**config.mk**
```make
export PLATFORM = sky130hd
export DESIGN_NAME = dot_seq
export DESIGN_NICKNAME = d
export VERILOG_FILES = /design/src/rtl/dot_pkg.sv /design/src/rtl/mac_mul.sv /design/src/rtl/dot_seq.sv
export SDC_FILE = /design/constraint.sdc
export NUM_CORES = 1
export LEC_CHECK = 0
export CAP_MARGIN = 10
export CORE_UTILIZATION = 55
export CTS_CLUSTER_DIAMETER = 150
export CTS_CLUSTER_SIZE = 14
export DETAILED_ROUTE_END_ITERATION = 10
export DONT_BUFFER_PORTS = 1
export GPL_TIMING_DRIVEN = 0
export PLACE_DENSITY_LB_ADDON = 0.2
export SETUP_SLACK_MARGIN = 0.02
export SKIP_LAST_GASP = 1
export SLEW_MARGIN = 20
export SYNTH_ARGS = -nofsm -noshare
export SYNTH_HDL_FRONTEND = slang
export SYNTH_HIERARCHICAL = 1
export SYNTH_SLANG_ARGS = --single-unit
```
**constraint.sdc**
```tcl
create_clock -name clk -period 11.5 [get_ports clk]
set_clock_uncertainty 0.2 [all_clocks]
set_input_delay 2.3 -clock clk [delete_from_list [all_inputs] [get_ports clk]]
set_output_delay 2.3 -clock clk [all_outputs]
set_load 0.05 [all_outputs]
```
**src/rtl/dot_pkg.sv**
```systemverilog
// Shared types and default widths for the dot-product sequencer.
package dot_pkg;

  typedef enum logic [1:0] {
    IDLE  = 2'd0,
    RUN   = 2'd1,
    DRAIN = 2'd2,
    DONE  = 2'd3
  } state_t;

  localparam int DW_DEF   = 8;
  localparam int ACCW_DEF = 32;
  localparam int LENW_DEF = 8;

endpackage

```
**src/rtl/mac_mul.sv**
```systemverilog
// Combinational operand extension and signed multiply; the result is sign-extended to ACCW.
module mac_mul
  import dot_pkg::*;
#(
  parameter int DW   = DW_DEF,
  parameter int ACCW = ACCW_DEF
) (
  input  logic [DW-1:0]   a,
  input  logic [DW-1:0]   w,
  input  logic            asigned,
  input  logic            wsigned,
  output logic [ACCW-1:0] prod
);

  // Both operands are taken at full product width so the multiply needs no extra extension.
  logic signed [2*DW:0] ax;
  logic signed [2*DW:0] wx;
  logic signed [2*DW:0] p;

  assign ax   = {{(DW+1){asigned & a[DW-1]}}, a};
  assign wx   = {{(DW+1){wsigned & w[DW-1]}}, w};
  assign p    = ax * wx;
  assign prod = {{(ACCW-2*DW-1){p[2*DW]}}, p};

endmodule

```
**src/rtl/dot_seq.sv**
```systemverilog
// Sequenced dot product: one pair per in handshake, out_valid two cycles after the last pair.
// Inputs stall freely; the result is held in DONE until out_ready.
module dot_seq
  import dot_pkg::*;
#(
  parameter int DW   = DW_DEF,
  parameter int ACCW = ACCW_DEF,
  parameter int LENW = LENW_DEF
) (
  input  logic            clk,
  input  logic            rst,
  input  logic            cfg_valid,
  output logic            cfg_ready,
  input  logic [LENW-1:0] cfg_len,
  input  logic            cfg_asigned,
  input  logic            cfg_wsigned,
  input  logic            in_valid,
  output logic            in_ready,
  input  logic [DW-1:0]   in_a,
  input  logic [DW-1:0]   in_w,
  output logic            out_valid,
  input  logic            out_ready,
  output logic [ACCW-1:0] out_acc,
  output logic            busy
);

  state_t            state;
  logic [LENW-1:0]   cnt;
  logic              asg;
  logic              wsg;
  logic              p_vld;
  logic [ACCW-1:0]   prod;
  logic [ACCW-1:0]   prod_q;
  logic [ACCW-1:0]   acc;

  mac_mul #(.DW(DW), .ACCW(ACCW)) u_mul (
    .a       (in_a),
    .w       (in_w),
    .asigned (asg),
    .wsigned (wsg),
    .prod    (prod)
  );

  assign cfg_ready = (state == IDLE);
  assign in_ready  = (state == RUN);
  assign out_valid = (state == DONE);
  assign busy      = (state != IDLE);
  assign out_acc   = acc;

  always_ff @(posedge clk) begin
    if (rst) begin
      state  <= IDLE;
      cnt    <= '0;
      asg    <= 1'b0;
      wsg    <= 1'b0;
      p_vld  <= 1'b0;
      prod_q <= '0;
      acc    <= '0;
    end else begin
      p_vld <= 1'b0;
      if (p_vld) acc <= acc + prod_q;
      case (state)
        IDLE: begin
          if (cfg_valid) begin
            state <= RUN;
            cnt   <= cfg_len;
            asg   <= cfg_asigned;
            wsg   <= cfg_wsigned;
            acc   <= '0;
          end
        end
        RUN: begin
          if (in_valid) begin
            prod_q <= prod;
            p_vld  <= 1'b1;
            if (cnt == '0) state <= DRAIN;
            else           cnt   <= cnt - LENW'(1);
          end
        end
        // The last product lands in the accumulator on the edge leaving DRAIN.
        DRAIN: state <= DONE;
        DONE: begin
          if (out_ready) state <= IDLE;
        end
        default: state <= IDLE;
      endcase
    end
  end

endmodule

```
### Word level (Yosys, flattened, before mapping)

Cells that the tools add are included.

| operators by class | value |
|---|---|
| div/mod/pow operators | 0 |
| multiply operators | 1 |
| reductions and logical operators | 9 |
| bitwise logic cells | 3 |
| order comparisons | 0 |
| $add $sub $neg | 2 |
| multiplexer cells | 13 |
| shifts and indexed selects | 0 |
| eq/ne operators | 8 |

Operators with widths:

| cell | count |
|---|---|
| two-way mux 32 bit | 3 |
| adder 32 bit | 1 |
| two-way mux 8 bit | 3 |
| multiplier 9 x 9 -> 17 bit | 1 |
| case mux 8 bit (2 select lines) | 1 |
| logical NOT 8 bit | 1 |
| two-way mux 2 bit | 4 |
| case mux 2 bit (4 select lines) | 1 |
| AND reduction 4 bit | 2 |
| subtractor 8 x 1 -> 8 bit, second input constant | 1 |
| != test 2 bit, second input constant | 3 |
| equality test 2 bit, second input constant | 2 |
| != test 2 x 1 -> 1 bit, second input constant | 2 |
| AND reduction 2 bit | 2 |
| nonzero test 2 bit | 2 |
| bitwise AND 1 bit | 2 |
| equality test 2 x 1 -> 1 bit, second input constant | 1 |
| logical NOT 2 bit | 1 |
| OR reduction 2 bit | 1 |
| two-way mux 1 bit | 1 |
| NOT 1 bit | 1 |

| word-level totals | value |
|---|---|
| bits in registers | 62 |
| memories kept | 0 |
| word-level logic and storage cells | 43 |
| bits in latches | 0 |
| memory bits (read-only) | 0 |
| RAM bits | 0 |
| input bits | 31 |
| output and inout bits | 36 |

### Depth between registers and ports, before layout

Gate-level depths: netlist of run 1.

| logic depth | value |
|---|---|
| word-level depth | 4 |
| gate-level depth with buffers | 22 |
| gate-level depth less buffers | 20 |

### Modules after synthesis

The synthesis of run 1 kept the hierarchy.

By module, submodules not included:

| module | cells an instance | area each (um^2) | instances | seq. area each (um^2) |
|---|---|---|---|---|
| dot_seq | 580 | 4,598.2 | 1 | 1,541.5 |
| mac_mul | 348 | 3,042.9 | 1 | 0.0 |

### Worst setup path after synthesis of run 1

OpenSTA, ideal clock, no wires.

| timing path | value |
|---|---|
| path type | input to register |
| start | input port in_w[7] |
| end | register prod_q[27] |
| setup time | 70 ps |
| stages on the path | 21 |
| path buffers | 2 |
| slack | 3,614 ps |
| data arrival time | 7,615 ps |
| data required time | 11,230 ps |
| cell sequence | clkbuf_1 > nand2_1 > or2_1 > fa_1 > fa_1 > inv_1 > fa_1 > fa_1 > inv_1 > fa_1 > inv_1 > ha_1 > a21o_1 > a21oi_2 > o21ai_2 > o2bb2ai_2 > o21ai_1 > xnor2_1 > buf_4 > nand2_1 > a21oi_1 |

| on the way | value |
|---|---|
| cells in the longest elaborated chain, start to end | 2 |

RTL lines:

| what | line | text |
|---|---|---|
| from (decl) | dot_seq.sv:20 | `input logic [DW-1:0] in_w,` |
| bitwise AND 1 bit | mac_mul.sv:21 | `assign wx = {{(DW+1){wsigned & w[DW-1]}}, w};` |
| multiplier 9 x 9 -> 17 bit (*) | mac_mul.sv:22 | `assign p = ax * wx;` |
| named net prod[16] | dot_seq.sv:32 | `logic [ACCW-1:0] prod;` |
| to (signal assigned) | dot_seq.sv:74 | `prod_q <= prod;` |
| to (decl) | dot_seq.sv:33 | `logic [ACCW-1:0] prod_q;` |

Mark *: on every way through the listed nets, which the timed path passes. The rest lies on a longest branch.
A chain may end at the register's enable or synchronous reset.

### Worst setup path after layout of run 1

| timing path | value |
|---|---|
| start | input port in_w[7] |
| end | register prod_q[24] |

The elaborated chain is that of the path after synthesis.

==> results of run 1 <==
per-stage QoR:
step	instance area (um^2)	total power [uW]
after floorplan	7640	1080
after global placement	7860	1230
after detailed placement	7860	1240
after CTS	8180	1550
after global routing	8180	1690
final	8180	1550
placed cells by master, fill, tap and decap left out, types with 7 or more instances in the layout:
master     synthesis  layout
o22ai_1            7       7
xnor2_1           35      34
a21o_1            17      17
mux2i_1           24      24
ha_1              72      72
xor2_1             8       8
and2_1            38      38
a21oi_1           79      79
buf_4             17      17
o21ai_0           27      27
nand3_1           11      11
dfxtp_1           77      77
clkbuf_1          26      26
a211oi_1          10      10
nor3_1            11      11
fa_1              68      68
inv_1             97      97
nor2_1            59      59
clkbuf_16          0       9
nand2_1          149     149
area by class of cell:
type / count / share of cell area, %
buffer: 53 / 3.27
multi-input combinational: 701 / 66.9
clock buffer: 10 / 2.92
clock inverter: 5 / 0.917
tap: 176 / 2.69
sequential: 77 / 18.8
inverter: 97 / 4.45
worst max-delay path, stage by stage:
cell and delay [ns]:
clkbuf_1 0.31, nand2_1 0.35, or2_1 0.32, fa_1 0.45, fa_1 0.49, inv_1 0.05
fa_1 0.50, fa_1 0.54, inv_1 0.05, fa_1 0.52, inv_1 0.04, ha_1 0.34
a21o_1 0.21, a21oi_2 0.14, o21ai_2 0.11, o2bb2ai_2 0.19, o21ai_1 0.13, xnor2_2 0.56
buf_4 0.21, nand2_1 0.05, a21oi_1 0.14
flip-flops by register name (all words and copies together), names as in the netlist:
register / cells
state: 2
out_acc: 32
p_vld: 1
cnt: 8
asg: 1
prod_q: 32
wsg: 1
layer usage:
metal	vias to the layer above	GRT usage, %	routed length [um]
met5	-	0	0
met4	0	6.88	283
met3	27	4.04	522
met2	124	39.7	7630
met1	2904	33.2	8060
li1	3095	-	-
power groups by stage:
stage | clock network (uW) | registers, uW | logic [uW]
2_1_floorplan | 0 | 341 | 741
3_3_place_gp | 0 | 354 | 873
3_5_place_dp | 0 | 355 | 887
4_1_cts | 310 | 349 | 895
5_1_grt | 324 | 354 | 1010
6_report | 307 | 350 | 891
final timing paths:
check	startpoint	end	slack, ns	depth (start not counted)
worst max-delay path	in_w[7]	prod_q[24]	3.57	21
worst min-delay path	prod_q[18]	prod_q[18]	0.26	2
worst max register to register	wsg	prod_q[24]	5.52	20
worst min register to register	prod_q[18]	prod_q[18]	0.26	2
kinds of logic (layout without fill, tap and decap cells):
| group | count (synthesis) | in the layout | share of synthesized area, % |
|---|---|---|---|
| simple gates | 306 | 306 | 18.3 |
| compound gates | 188 | 188 | 15.5 |
| buf+inv | 150 | 165 | 8.27 |
| fa+ha+maj | 140 | 140 | 29.6 |
| flops | 77 | 77 | 20.2 |
| xor+xnor | 43 | 43 | 4.93 |
| mux | 24 | 24 | 3.14 |
==> run metrics, run 1 <==
TritonCTS Buffers=9; layout cell share with drive strength beyond 1=5.83%; CTS sink count=77; Sequential Power Share=between 20% and 30%; vias in the first global route=between 5,000 and 6,000; Pwr Density=189 nW/um^2; HP Class=reg2reg; total global routing track utilization=between 20% and 30%; clk_lat worst skew=0.35 ns; Initial DRC Count=503; # placed instances=1,104; CP Max Fanout=16; hold buffers post-CTS=0; largest area contributor in the synthesized netlist=dfxtp_1; actual slew at the worst max-slew pin=approximately 0.78 ns; crit path DAT=8.01 ns; first-pass GRT wire length=~28,000 um; drt first pass iters=6; Final Core Density=61.1%; Area Overhead vs Synth=7.09%; Clk pwr share=19.9%; count leader, synth=nand2_1; Die Area=14,400 um^2; fin nets=1,110; crit share post-route=69.0%; post-synth top area share=20.2%; setup repair bufs after CTS=0; Placement Setup Slack=around 2.8 ns; H-Tree Depth=3; asr flop ratio synth=0%; smallest hold slack=0.259 ns; P_leak=around 0.0037 uW; WL per Instance=between 10 and 15 um; RSZ-0062 raised after global routing=no; DRT Wirelength=16,500 um; Logic pwr share=between 50% and 60%; Root Driver=clkbuf_16; Setup CP Type=in2reg; WP data required=11.58 ns; synth cell count leaders=nand2_1 (149), inv_1 (97), a21oi_1 (79); largest cells by area after synthesis=dfxtp_1 (20%), fa_1 (18%), ha_1 (12%); critical path launch point type=input port; Net Sw Frac=42.7%; syn_nets=1,099; Die Width=120 um; Avg Cell Area, Syn=between 8 and 9 um^2; die height=120 um; initial antenna violation count=0; CTS Buffer Depth=2; CP endpoint kind=register; # resized after CTS=0; Post-synth EDFFs=0; Rel. slew slack=48.2%; I/O pin cnt=67; CTS tree=yes; Routed Antenna Nets=0; min cycle time layout=about 7.9 ns; Reg area=1540 um^2; Layout Cells excl Fill=1,119; max-slew violation count=0; Final TNS setup=0 ns; grt total ovfl=0; HPWL after DPL=around 13,000 um; Switch Pwr=661 uW; hold violation total from the final report=0; count of cell types in the netlist=60; status=completed; vias per cell=5.50; Synth Flop Type=dfxtp_1; Mapped Area=roughly 7600 um^2; row count=42; core area=13,400 um^2; VDD IR max=0.0920 mV; sequential area share after synthesis=20.2%; Setup WS post-layout=3.57 ns; Buffers on Ports=0; Syn Inst Count=928; Synth warnings=6; Yosys reg bits=77; Setup violations, final=0; maximum clock rate=roughly 130 MHz; Antenna Cells=0; largest net degree at the start of global routing=17; total of max-cap violations=0; Reg clk slew, reported paths=around 0.060 ns; via count=6,150; Multi-input gate area=between 5000 and 6000 um^2; cell-internal power=between 800 and 900 uW; DRC Markers=0; RePlAce Congestion=0.909; Starting Density=57.0%; fillcell total=between 1,000 and 1,500
Power figures use the tool's default switching activity.
==> inputs of run 2 (changes only) <==
==> constraint.sdc (replaced) <==
create_clock -name clk -period 8.01 [get_ports clk]
set_clock_uncertainty 0.2 [all_clocks]
set_input_delay 1.602 -clock clk [delete_from_list [all_inputs] [get_ports clk]]
set_output_delay 1.602 -clock clk [all_outputs]
set_load 0.05 [all_outputs]
==> results of run 2 <==
Same layout as run 1 (identical final DEF). Status: completed.
Among the figures that moved: setup slack after placement 2.84 ns -> 0.0494 ns; setup slack after layout 3.57 ns -> 0.776 ns; register-to-register setup slack 5.52 ns -> 2.03 ns; total power 1550 uW -> 2220 uW; worst IR drop on VDD 0.0920 mV -> 0.132 mV
